File: src/rtl/bcd_nco_pkg.sv
// Shared types and BCD digit-arithmetic helpers for the BCD-tuned square-wave NCO.
package bcd_nco_pkg;

   typedef logic [3:0] bcd_digit_t;

   localparam bcd_digit_t BCD_MAX    = 4'd9;
   localparam bcd_digit_t BCD_MIN    = 4'd0;
   localparam int         MAX_DIGITS = 8;
   localparam int         BCD_MAX_W  = 4 * MAX_DIGITS;

   typedef enum logic {IDLE, CONV} conv_state_t;

   typedef struct packed {
      logic [BCD_MAX_W-1:0] vec;
      logic                 flag;
   } bcd_res_t;

   // Add one unit at digit idx; flag reports a carry out of digit ndig-1.
   function automatic bcd_res_t bcd_inc_at(input logic [BCD_MAX_W-1:0] v,
                                           input int idx, input int ndig);
      bcd_res_t   r;
      logic       c;
      bcd_digit_t d;
      r.vec = v;
      c     = 1'b1;
      for (int i = 0; i < MAX_DIGITS; i++) begin
         if (i >= idx && i < ndig && c) begin
            d = r.vec[4*i +: 4];
            if (d == BCD_MAX) begin
               r.vec[4*i +: 4] = BCD_MIN;
            end else begin
               r.vec[4*i +: 4] = d + 4'd1;
               c = 1'b0;
            end
         end
      end
      r.flag = c;
      return r;
   endfunction

   // Subtract one unit at digit idx; flag reports a borrow out of digit ndig-1.
   function automatic bcd_res_t bcd_dec_at(input logic [BCD_MAX_W-1:0] v,
                                           input int idx, input int ndig);
      bcd_res_t   r;
      logic       b;
      bcd_digit_t d;
      r.vec = v;
      b     = 1'b1;
      for (int i = 0; i < MAX_DIGITS; i++) begin
         if (i >= idx && i < ndig && b) begin
            d = r.vec[4*i +: 4];
            if (d == BCD_MIN) begin
               r.vec[4*i +: 4] = BCD_MAX;
            end else begin
               r.vec[4*i +: 4] = d - 4'd1;
               b = 1'b0;
            end
         end
      end
      r.flag = b;
      return r;
   endfunction

endpackage

File: src/rtl/bcd_nco_square_bcd_to_bin_seq.sv
// Sequential BCD-to-binary converter, MSD first, one digit per cycle.
module bcd_to_bin_seq
   import bcd_nco_pkg::*;
#(
   parameter int DIGITS = 6,
   parameter int BIN_W  = 20
) (
   input  logic                  clk,
   input  logic                  rst_n,
   input  logic                  start,
   input  logic [4*DIGITS-1:0]   bcd_value,
   output logic [BIN_W-1:0]      freq_bin,
   output logic                  busy
);

   localparam int IDX_W = $clog2(DIGITS);

   conv_state_t      state_q;
   logic [IDX_W-1:0] idx_q;
   logic [BIN_W-1:0] acc_q;
   logic [BIN_W-1:0] acc_d;
   logic [BIN_W-1:0] freq_q;
   logic             busy_q;
   bcd_digit_t       digit;

   always_comb begin
      digit = bcd_value[4*int'(idx_q) +: 4];
      acc_d = acc_q * BIN_W'(10) + BIN_W'(digit);
   end

   // A new start always wins, so an edit mid-pass restarts from the MSD and
   // freq_q only ever sees a completed pass.
   always_ff @(posedge clk or negedge rst_n) begin
      if (!rst_n) begin
         state_q <= IDLE;
         idx_q   <= '0;
         acc_q   <= '0;
         freq_q  <= BIN_W'(1);
         busy_q  <= 1'b0;
      end else if (start) begin
         state_q <= CONV;
         idx_q   <= IDX_W'(DIGITS - 1);
         acc_q   <= '0;
         busy_q  <= 1'b1;
      end else if (state_q == CONV) begin
         acc_q <= acc_d;
         idx_q <= idx_q - 1'b1;
         if (idx_q == '0) begin
            freq_q  <= acc_d;
            state_q <= IDLE;
            busy_q  <= 1'b0;
         end
      end
   end

   assign freq_bin = freq_q;
   assign busy     = busy_q;

endmodule

File: src/rtl/bcd_nco_square.sv
// Key-edited BCD frequency setpoint driving a phase-accumulator square wave.
module bcd_nco_square
   import bcd_nco_pkg::*;
#(
   parameter  int DIGITS = 6,
   parameter  int ACC_W  = 32,
   parameter  int TUNE_K = 86,
   localparam int BIN_W  = $clog2(10**DIGITS)
) (
   input  logic                        clk,
   input  logic                        rst_n,
   input  logic                        inc,
   input  logic                        dec,
   input  logic                        cur_left,
   input  logic                        cur_right,
   output logic [4*DIGITS-1:0]         bcd_value,
   output logic [$clog2(DIGITS)-1:0]   cursor,
   output logic [BIN_W-1:0]            freq_bin,
   output logic                        busy,
   output logic                        square
);

   localparam int                CUR_W = $clog2(DIGITS);
   localparam int                BCD_W = 4 * DIGITS;
   localparam logic [BCD_W-1:0]  ALL9  = {DIGITS{4'h9}};

   logic [BCD_W-1:0] bcd_d, bcd_q;
   logic [CUR_W-1:0] cursor_d, cursor_q;
   logic [ACC_W-1:0] tune_d, tune_q;
   logic [ACC_W-1:0] acc_d, acc_q;
   logic             square_d, square_q;
   logic             start;
   bcd_res_t         inc_r, dec_r;

   always_comb begin
      inc_r = bcd_inc_at(32'(bcd_q), int'(cursor_q), DIGITS);
      dec_r = bcd_dec_at(32'(bcd_q), int'(cursor_q), DIGITS);
      bcd_d = bcd_q;
      // Overflow pins at all nines; underflow or zero pins at one.
      if (inc && !dec) begin
         bcd_d = inc_r.flag ? ALL9 : BCD_W'(inc_r.vec);
      end else if (dec && !inc) begin
         bcd_d = (dec_r.flag || dec_r.vec == '0) ? BCD_W'(1) : BCD_W'(dec_r.vec);
      end
      start = (bcd_d != bcd_q);
   end

   always_comb begin
      cursor_d = cursor_q;
      if (cur_left && !cur_right) begin
         cursor_d = (cursor_q == CUR_W'(DIGITS - 1)) ? '0 : cursor_q + 1'b1;
      end else if (cur_right && !cur_left) begin
         cursor_d = (cursor_q == '0) ? CUR_W'(DIGITS - 1) : cursor_q - 1'b1;
      end
   end

   // Product modulo 2^ACC_W, so operands can be truncated before multiplying.
   always_comb begin
      tune_d   = ACC_W'(freq_bin) * ACC_W'(TUNE_K);
      acc_d    = acc_q + tune_q;
      square_d = acc_q[ACC_W-1];
   end

   always_ff @(posedge clk or negedge rst_n) begin
      if (!rst_n) begin
         bcd_q    <= BCD_W'(1);
         cursor_q <= '0;
         tune_q   <= ACC_W'(TUNE_K);
         acc_q    <= '0;
         square_q <= 1'b0;
      end else begin
         bcd_q    <= bcd_d;
         cursor_q <= cursor_d;
         tune_q   <= tune_d;
         acc_q    <= acc_d;
         square_q <= square_d;
      end
   end

   bcd_to_bin_seq #(
      .DIGITS (DIGITS),
      .BIN_W  (BIN_W)
   ) u_conv (
      .clk       (clk),
      .rst_n     (rst_n),
      .start     (start),
      .bcd_value (bcd_q),
      .freq_bin  (freq_bin),
      .busy      (busy)
   );

   assign bcd_value = bcd_q;
   assign cursor    = cursor_q;
   assign square    = square_q;

endmodule
File: config.mk
export PLATFORM = sky130hd
export DESIGN_NAME = bcd_nco_square
export DESIGN_NICKNAME = d
export VERILOG_FILES = /design/src/rtl/bcd_nco_pkg.sv /design/src/rtl/bcd_nco_square_bcd_to_bin_seq.sv /design/src/rtl/bcd_nco_square.sv
export SDC_FILE = /design/constraint.sdc
export NUM_CORES = 1
export LEC_CHECK = 0
export BUFFER_PORTS_ARGS = -buffer_cell sky130_fd_sc_hd__buf_4
export CORE_ASPECT_RATIO = 0.9
export CORE_UTILIZATION = 53
export CTS_CLUSTER_SIZE = 30
export DETAILED_ROUTE_END_ITERATION = 16
export PLACE_DENSITY = 0.73
export SYNTH_ARGS = -nofsm -noshare
export SYNTH_HDL_FRONTEND = slang
export SYNTH_SLANG_ARGS = --single-unit
File: constraint.sdc
create_clock -name clk -period 5.04 [get_ports clk]
set_input_delay 0.756 -clock clk [delete_from_list [all_inputs] [get_ports clk]]
set_output_delay 0.756 -clock clk [all_outputs]
set_load 0.05 [all_outputs]
=== Word-level counts from Yosys, hierarchy flattened ===
Index checks and enable logic that the tools add are counted.

* Bits in latches: 0
* Memories kept: 0
* Bits in read-only memories: 0
* Flip-flop bits (word level): 131
* Logic and storage cells: 144
* Memory bits (writable): 0

* Multiply operators: 2
* Shift operators: 1
* Bitwise operators: 1
* Divide/modulo/power cells: 0
* Add/sub/neg operators: 17
* Eq/ne operators: 8
* Reductions and logical operators: 33
* Magnitude comparators: 6
* Multiplexer cells: 66

{| class="wikitable"
|+ Operators with widths
! operator !! count
|-
| 24-bit 2-to-1 mux || 4
|-
| 4-bit 2-to-1 mux || 24
|-
| 20-bit 2-to-1 mux || 2
|-
| 32-bit by 27-bit adder with 32-bit output || 1
|-
| 1-bit 2-to-1 mux || 30
|-
| 20-bit by 6-bit multiplier with 26-bit output (second input constant) || 1
|-
| 4-bit by 1-bit adder with 4-bit output (second input constant) || 6
|-
| 4-bit equality test (second input constant) || 6
|-
| 24-bit logical NOT || 1
|-
| 4-bit logical NOT || 6
|-
| 24-bit inequality test || 1
|-
| 24-bit by 6-bit variable part select with 4-bit output || 1
|-
| 4-bit by 1-bit subtractor with 4-bit output (second input constant) || 6
|-
| 20-bit by 4-bit adder with 20-bit output || 1
|-
| 20-bit by 3-bit multiplier with 19-bit output (second input constant) || 1
|-
| 3-bit 2-to-1 mux || 6
|-
| 1-bit logical AND || 14
|-
| 1-bit by 3-bit greater-or-equal comparator with 1-bit output (first input constant) || 2
|-
| 2-bit by 3-bit greater-or-equal comparator with 1-bit output (first input constant) || 2
|-
| 3-bit greater-or-equal comparator (first input constant) || 2
|-
| 3-bit logical NOT || 2
|-
| 2-bit nonzero test || 3
|-
| 3-bit by 1-bit subtractor with 3-bit output (second input constant) || 2
|-
| 1-bit logical NOT || 4
|-
| other kinds (6) || 6
|}

=== Longest topological paths before layout ===
* Word-level depth: 21
* Mapped depth: 18
* Mapped depth without buffers: 17

=== Modules after synthesis ===
A second synthesis with hierarchy kept.

* Cell total of the unflattened synthesis: 1,515
* Area total of the unflattened synthesis: 13,158.9 µm²

{| class="wikitable"
|+ By module, submodules not included
! module !! area each (µm²) !! times used !! cells an instance
|-
| bcd_nco_square || 9,638.0 || 1 || 1,152
|-
| bcd_to_bin_seq || 3,520.9 || 1 || 363
|}

=== Worst setup path before layout ===
No wires, ideal clock.

* Path kind: register to register
* Start: reg bcd_q[1] (netlist: bcd_value[1])
* End: reg u_conv.freq_q[15] (netlist: u_conv.freq_bin[15])
* Path slack: -0.016 ns
* Arrival time: 4.929 ns
* Cell stages (with the launch flop): 16
* Required time: 4.913 ns
* Clock period less this slack: 5.056 ns
* Cells stage by stage: dfrtp_1 -> clkbuf_1 -> inv_1 -> ha_1 -> or3b_1 -> a211oi_4 -> mux2i_1 -> o21ai_1 -> or4b_4 -> nor4_4 -> a21oi_2 -> mux2_4 -> or4b_4 -> nor4_4 -> buf_6 -> mux2_1

* Longest elaborated chain between the ends: 21
* Elaborated cells between the ends (all ways): 63
* Those cells by class: add/sub: 3; eq/ne: 2; shift: 1; mux: 42; bitwise: 1; reduce/logical: 14

{| class="wikitable"
|+ RTL lines
! item !! line !! text
|-
| start, declared || bcd_nco_square.sv:27 || <nowiki>logic [BCD_W-1:0] bcd_d, bcd_q;</nowiki>
|-
| start signal, assigned || bcd_nco_square.sv:66 || <nowiki>bcd_q <= BCD_W'(1);</nowiki>
|-
| start signal, assigned || bcd_nco_square.sv:72 || <nowiki>bcd_q <= bcd_d;</nowiki>
|-
| 4-bit logical NOT || bcd_nco_pkg.sv:52 || <nowiki>if (d == BCD_MIN) begin</nowiki>
|-
| 1-bit 2-to-1 mux || bcd_nco_pkg.sv:52 ||
|-
| 1-bit 2-to-1 mux || bcd_nco_pkg.sv:50 || <nowiki>if (i >= idx && i < ndig && b) begin</nowiki>
|-
| 1-bit 2-to-1 mux / 1-bit logical AND (equally long branches) || bcd_nco_pkg.sv:52, bcd_nco_pkg.sv:50 ||
|-
| 1-bit 2-to-1 mux || bcd_nco_pkg.sv:50 ||
|-
| 1-bit 2-to-1 mux / 1-bit logical AND (equally long branches) || bcd_nco_pkg.sv:52, bcd_nco_pkg.sv:50 ||
|-
| 1-bit 2-to-1 mux || bcd_nco_pkg.sv:50 ||
|-
| 1-bit 2-to-1 mux / 1-bit logical AND (equally long branches) || bcd_nco_pkg.sv:52, bcd_nco_pkg.sv:50 ||
|-
| [... 5 more ...] || - ||
|-
| 24-bit logical NOT || bcd_nco_square.sv:43 || <nowiki>bcd_d = (dec_r.flag || dec_r.vec == '0) ? BCD_W'(1) : BCD_W'(dec_r.vec);</nowiki>
|-
| 1-bit logical OR || bcd_nco_square.sv:43 ||
|-
| 24-bit 2-to-1 mux || bcd_nco_square.sv:43 ||
|-
| 24-bit 2-to-1 mux || bcd_nco_square.sv:42 || <nowiki>end else if (dec && !inc) begin</nowiki>
|-
| 24-bit 2-to-1 mux || bcd_nco_square.sv:40 || <nowiki>if (inc && !dec) begin</nowiki>
|-
| 24-bit inequality test || bcd_nco_square.sv:45 || <nowiki>start = (bcd_d != bcd_q);</nowiki>
|-
| 1-bit NOT (no source line) || - ||
|-
| 3-bit AND reduction (no source line) || - ||
|-
| end signal, assigned || bcd_nco_square_bcd_to_bin_seq.sv:38 || <nowiki>freq_q <= BIN_W'(1);</nowiki>
|-
| end signal, assigned || bcd_nco_square_bcd_to_bin_seq.sv:49 || <nowiki>freq_q <= acc_d;</nowiki>
|-
| end, declared || bcd_nco_square_bcd_to_bin_seq.sv:22 || <nowiki>logic [BIN_W-1:0] freq_q;</nowiki>
|}

Parallel ways exist; a longest one is shown, timed or not.
A chain may end at the register's enable or synchronous reset.

=== Worst setup path in the final report ===
* Start: reg bcd_q[12] (netlist: bcd_value[12])
* End: reg u_conv.freq_q[15] (netlist: u_conv.freq_bin[15])

* Longest elaborated chain between the ends: 15
* Elaborated cells between the ends (all ways): 39
* Those cells by class: add/sub: 3; eq/ne: 2; shift: 1; mux: 24; bitwise: 1; reduce/logical: 8

{| class="wikitable"
|+ RTL lines
! item !! line
|-
| 4-bit logical NOT || bcd_nco_pkg.sv:52
|-
| 1-bit 2-to-1 mux || bcd_nco_pkg.sv:52
|-
| 1-bit 2-to-1 mux || bcd_nco_pkg.sv:50
|-
| 1-bit 2-to-1 mux / 1-bit logical AND (equally long branches) || bcd_nco_pkg.sv:52, bcd_nco_pkg.sv:50
|-
| 1-bit 2-to-1 mux || bcd_nco_pkg.sv:50
|-
| 1-bit logical AND || bcd_nco_pkg.sv:50
|-
| 4-bit 2-to-1 mux || bcd_nco_pkg.sv:50
|-
| 24-bit logical NOT || bcd_nco_square.sv:43
|-
| 1-bit logical OR || bcd_nco_square.sv:43
|-
| 24-bit 2-to-1 mux || bcd_nco_square.sv:43
|-
| 24-bit 2-to-1 mux || bcd_nco_square.sv:42
|-
| 24-bit 2-to-1 mux || bcd_nco_square.sv:40
|-
| 24-bit inequality test || bcd_nco_square.sv:45
|-
| 1-bit NOT (no source line) || -
|-
| 3-bit AND reduction (no source line) || -
|}

Parallel ways exist; a longest one is shown, timed or not.

==> implementation parameters <==
Parameter                              Value

Die
  # rows    53
  Die footprint    25,100 µm²
  Height of the chip    150 µm
  Starting density of the core    54.8%
  Horizontal die dimension    167 µm
  Area of the core    23,700 µm²
  I/O pin cnt    55

Route
  Total via count in the routed design    11,680
  Total wire length after detailed routing    36,700 µm
  Wirelength per Cell    19.2 µm
  First-pass detailed-route iteration total    6
  Number of vias per cell after detailed routing    6.11
  Drt initial violations    1,047
  Routed Antenna Nets    0
  DRC viols    0

STA
  Measured slew at the worst slew-check pin    0.847 ns
  Hold Violations, Final    0
  Slew Limit Headroom    43.6%
  Final Max Tran Viols    0
  Final period util    96.6%
  Final worst hold slack    0.393 ns
  Final worst slack    0.171 ns
  Clock Skews    0.0197 ns
  Highest clock frequency the design can meet    0.205 GHz
  Final critical-path required period    4.87 ns
  Final setup violation count    0

Final layout
  Count of nets after finishing    1,797
  Ratio of cells with drive above 1 in the final layout    14.8%
  Share of the core filled with cells in the final layout    62.9%
  Area growth from synthesis to final layout    14.8%
  Antenna cell count    0

Global route
  Busiest layer in global routing    met2
  Total congestion overflow    0
  Pin count of the biggest net entering global routing    91
  Number of antenna violations at the first check in global routing    0
  First-pass GRT wire length    58,700 µm
  Met1 track utilization from global routing    36.6%
  Met3 layer usage reported by global route    4.86%
  Grt met2 use    51.0%
  GRT Util Overall    29.9%
  Via count of the first global-routing pass    11,329

Clocking
  Library cell used as clock root buffer    sky130_fd_sc_hd__clkbuf_16
  Htree depth    4
  CTS Buf Count    17
  Sinks on the clock net    129
  Clock tree from TritonCTS    built
  Clock transition at path regs    0.07 ns
  Number of buffers on the longest clock path    2
  Source-to-sink clock delay at the later pin of the worst-skew pair    0.44 ns
  Number of hold buffers added after cts    0

Pwr
  Net Sw Frac    49.3%
  Relative contribution of the clock network to total power    19.4%
  Tot Pwr    6.85 mW
  Net switching component of the power    3.37 mW
  Leak Pwr    7.23 nW
  Pwr per Cell Area    460 nW/µm²
  Comb power frac    61.5%
  Highest ir drop seen on vdd    0.420 mV
  Internal power component    3.47 mW
  Sequential share of power    19.1%

Synthesis
  Cell area after synthesis    13,000 µm²
  Post-synth EDFFs    0
  Nets in the synthesized netlist    1,689
  Count of different cell masters after synthesis    92
  Sequential fraction of the synthesis area    24.9%
  Flops & latches, synth    129
  Number of warnings reported in the yosys synthesis log    0
  FFs w/ async S/R, synth    100%
  Primary flip-flop cell chosen by synthesis mapping    sky130_fd_sc_hd__dfrtp_1
  Average instance area after synthesis    8.70 µm²
  Post-Synthesis Cells    1,490

Worst setup path
  Largest driver fanout on the critical path    12
  Type of element launching the critical path    register
  Critical Path AT    5.18 ns
  Crit path required time    5.35 ns
  Type of destination of the critical path    register
  Crit Path Class    register to register
  Reg2reg start    bcd_value[12]$_DFF_PN0_
  FF-to-FF setup slack    0.17 ns
  Worst reg2reg path endpoint    u_conv.freq_bin[15]$_DFFE_PN0P_
  Register-to-Register Path Depth    15

Job
  MaxCap Viol Count    0

Outcome
  Outcome    finished clean

Place
  Detail Placement HPWL    28,500 µm
  Setup slack at placement    0.180 ns
  Final weighted congestion in routability-driven placement    1.02
  Number of buffers added on ports    54

Hold path
  Worst hold path class    primary input to asynchronous set/reset pin
layout by cell type, fill, tap and decap left out, types with 12 or more instances in the layout:
| cell | count |
|---|---|
| sky130_fd_sc_hd__nand2_1 | 96 |
| sky130_fd_sc_hd__a31oi_1 | 14 |
| sky130_fd_sc_hd__and3_1 | 16 |
| sky130_fd_sc_hd__mux2i_1 | 32 |
| sky130_fd_sc_hd__a21oi_1 | 97 |
| sky130_fd_sc_hd__xnor2_1 | 61 |
| sky130_fd_sc_hd__inv_1 | 165 |
| sky130_fd_sc_hd__buf_4 | 148 |
| sky130_fd_sc_hd__nor3_1 | 26 |
| sky130_fd_sc_hd__nand3_1 | 35 |
| sky130_fd_sc_hd__o31ai_1 | 15 |
| sky130_fd_sc_hd__nor2_1 | 106 |
| sky130_fd_sc_hd__fa_1 | 36 |
| sky130_fd_sc_hd__a211oi_1 | 32 |
| sky130_fd_sc_hd__nand4_1 | 12 |
| sky130_fd_sc_hd__a21o_1 | 27 |
| sky130_fd_sc_hd__nor2b_1 | 19 |
| sky130_fd_sc_hd__o21ai_0 | 59 |
| sky130_fd_sc_hd__clkbuf_16 | 17 |
| sky130_fd_sc_hd__dfrtp_1 | 122 |
| sky130_fd_sc_hd__o211ai_1 | 17 |
| sky130_fd_sc_hd__xor2_1 | 27 |
| sky130_fd_sc_hd__o21a_1 | 14 |
| sky130_fd_sc_hd__ha_1 | 156 |
Yosys cell counts (17+ instances only):
cell / n / share of area (%)
sky130_fd_sc_hd__nor2b_1: 19 / 0.92
sky130_fd_sc_hd__xnor2_1: 61 / 4.1
sky130_fd_sc_hd__a21oi_1: 98 / 3.8
sky130_fd_sc_hd__mux2i_1: 33 / 2.5
sky130_fd_sc_hd__o21ai_0: 59 / 2.3
sky130_fd_sc_hd__inv_1: 165 / 4.8
sky130_fd_sc_hd__clkbuf_1: 44 / 1.3
sky130_fd_sc_hd__o211ai_1: 17 / 0.98
sky130_fd_sc_hd__xor2_1: 27 / 1.8
sky130_fd_sc_hd__nor3_1: 27 / 1.0
sky130_fd_sc_hd__nand3_1: 35 / 1.4
sky130_fd_sc_hd__fa_1: 36 / 5.6
sky130_fd_sc_hd__dfrtp_1: 123 / 24
sky130_fd_sc_hd__ha_1: 157 / 15
sky130_fd_sc_hd__nand2_1: 96 / 2.8
sky130_fd_sc_hd__a211oi_1: 33 / 1.9
sky130_fd_sc_hd__a21o_1: 27 / 1.6
sky130_fd_sc_hd__nor2_1: 106 / 3.1
repair_timing:
action                     4_1_cts  5_1_grt
resized for setup                0        7
setup endpoints to repair        0       21
setup buffers                    0        1
hold endpoints to repair         0        0
cell type report:
type	count	area [µm²]
fillers	2007	8780
multi-input cells	1133	8890
well taps	302	378
clock inverters	13	176
inverters	166	623
repair buffers	151	1160
flip-flops and latches	129	3240
clock buffers	19	433
registers in the layout, indices dropped and copies added, names as in the netlist:
name / cells
bcd_value: 24
square: 1
u_conv.freq_bin: 20
u_conv.acc_q: 19
cursor: 3
u_conv.idx_q: 3
u_conv.busy: 1
u_conv.state_q: 1
tune_q: 26
acc_q: 31
power by group through the flow:
stage	Combinational, mW	Sequential, mW	Clock [mW]
floorplan	2.33	1.59	0
global placement	4.07	1.32	0
detailed placement	4.04	1.32	0
CTS	4.06	1.31	1.35
global route	4.47	1.32	1.39
finish	4.21	1.31	1.33
worst max-delay path: stages (launching register included):
cell	delay, ns
sky130_fd_sc_hd__dfrtp_1	0.38
sky130_fd_sc_hd__inv_1	0.15
sky130_fd_sc_hd__ha_1	0.19
sky130_fd_sc_hd__or3b_1	0.48
sky130_fd_sc_hd__a2bb2oi_2	0.35
sky130_fd_sc_hd__nor4b_4	0.55
sky130_fd_sc_hd__mux2i_1	0.40
sky130_fd_sc_hd__nor2_1	0.08
sky130_fd_sc_hd__nor4b_2	0.18
sky130_fd_sc_hd__a21oi_2	0.18
sky130_fd_sc_hd__buf_4	0.19
sky130_fd_sc_hd__a31oi_1	0.15
sky130_fd_sc_hd__or4_1	0.64
sky130_fd_sc_hd__nor4_4	0.29
sky130_fd_sc_hd__buf_12	0.18
sky130_fd_sc_hd__mux2_1	0.32
through the flow:
| step | std cells | TNS [ns] | area [µm²] |
|---|---|---|---|
| 2_1_floorplan | 1490 | 0 | 13000 |
| 3_5_place_dp | 1880 | 0 | 14200 |
| 5_1_grt | 1913 | -0.0901 | 14900 |
| 6_report | 1913 | 0 | 14900 |
| 4_1_cts | 1912 | 0 | 14900 |
| 3_3_place_gp | 1880 | 0 | 14200 |
metal layers:
metal  part of all wire [%]  up-vias
met5                      0        -
met4                    5.0        0
met3                    6.4      124
met2                     47      432
met1                     42     5588
li1                       -     5536
worst max path at each step:
| stage | endpoint | startpoint |
|---|---|---|
| after CTS | u_conv.freq_bin[15]$_DFFE_PN0P_ | cursor[1]$_DFFE_PN0P_ |
| after global placement | u_conv.freq_bin[19]$_DFFE_PN0P_ | cursor[1]$_DFFE_PN0P_ |
| after floorplan | u_conv.freq_bin[15]$_DFFE_PN0P_ | cursor[0]$_DFFE_PN0P_ |
| final | u_conv.freq_bin[15]$_DFFE_PN0P_ | bcd_value[12]$_DFF_PN0_ |
| after detailed placement | u_conv.freq_bin[15]$_DFFE_PN0P_ | cursor[1]$_DFFE_PN0P_ |
| after global routing | u_conv.freq_bin[1]$_DFFE_PN0P_ | cursor[1]$_DFFE_PN0P_ |
cell families (layout without fill, tap and decap cells):
family / after synthesis / in the layout / share of synthesized area (%)
adders and majority gates: 193 / 193 / 20.7
buffers and inverters: 228 / 349 / 6.85
DFF: 129 / 129 / 24.9
xor gates and xnor gates: 89 / 89 / 6.12
AOI/OAI and AO/OA: 391 / 391 / 20.5
and+or+nand+nor: 414 / 414 / 16.9
muxes: 46 / 46 / 4.05
Power figures use the tool's default switching activity.
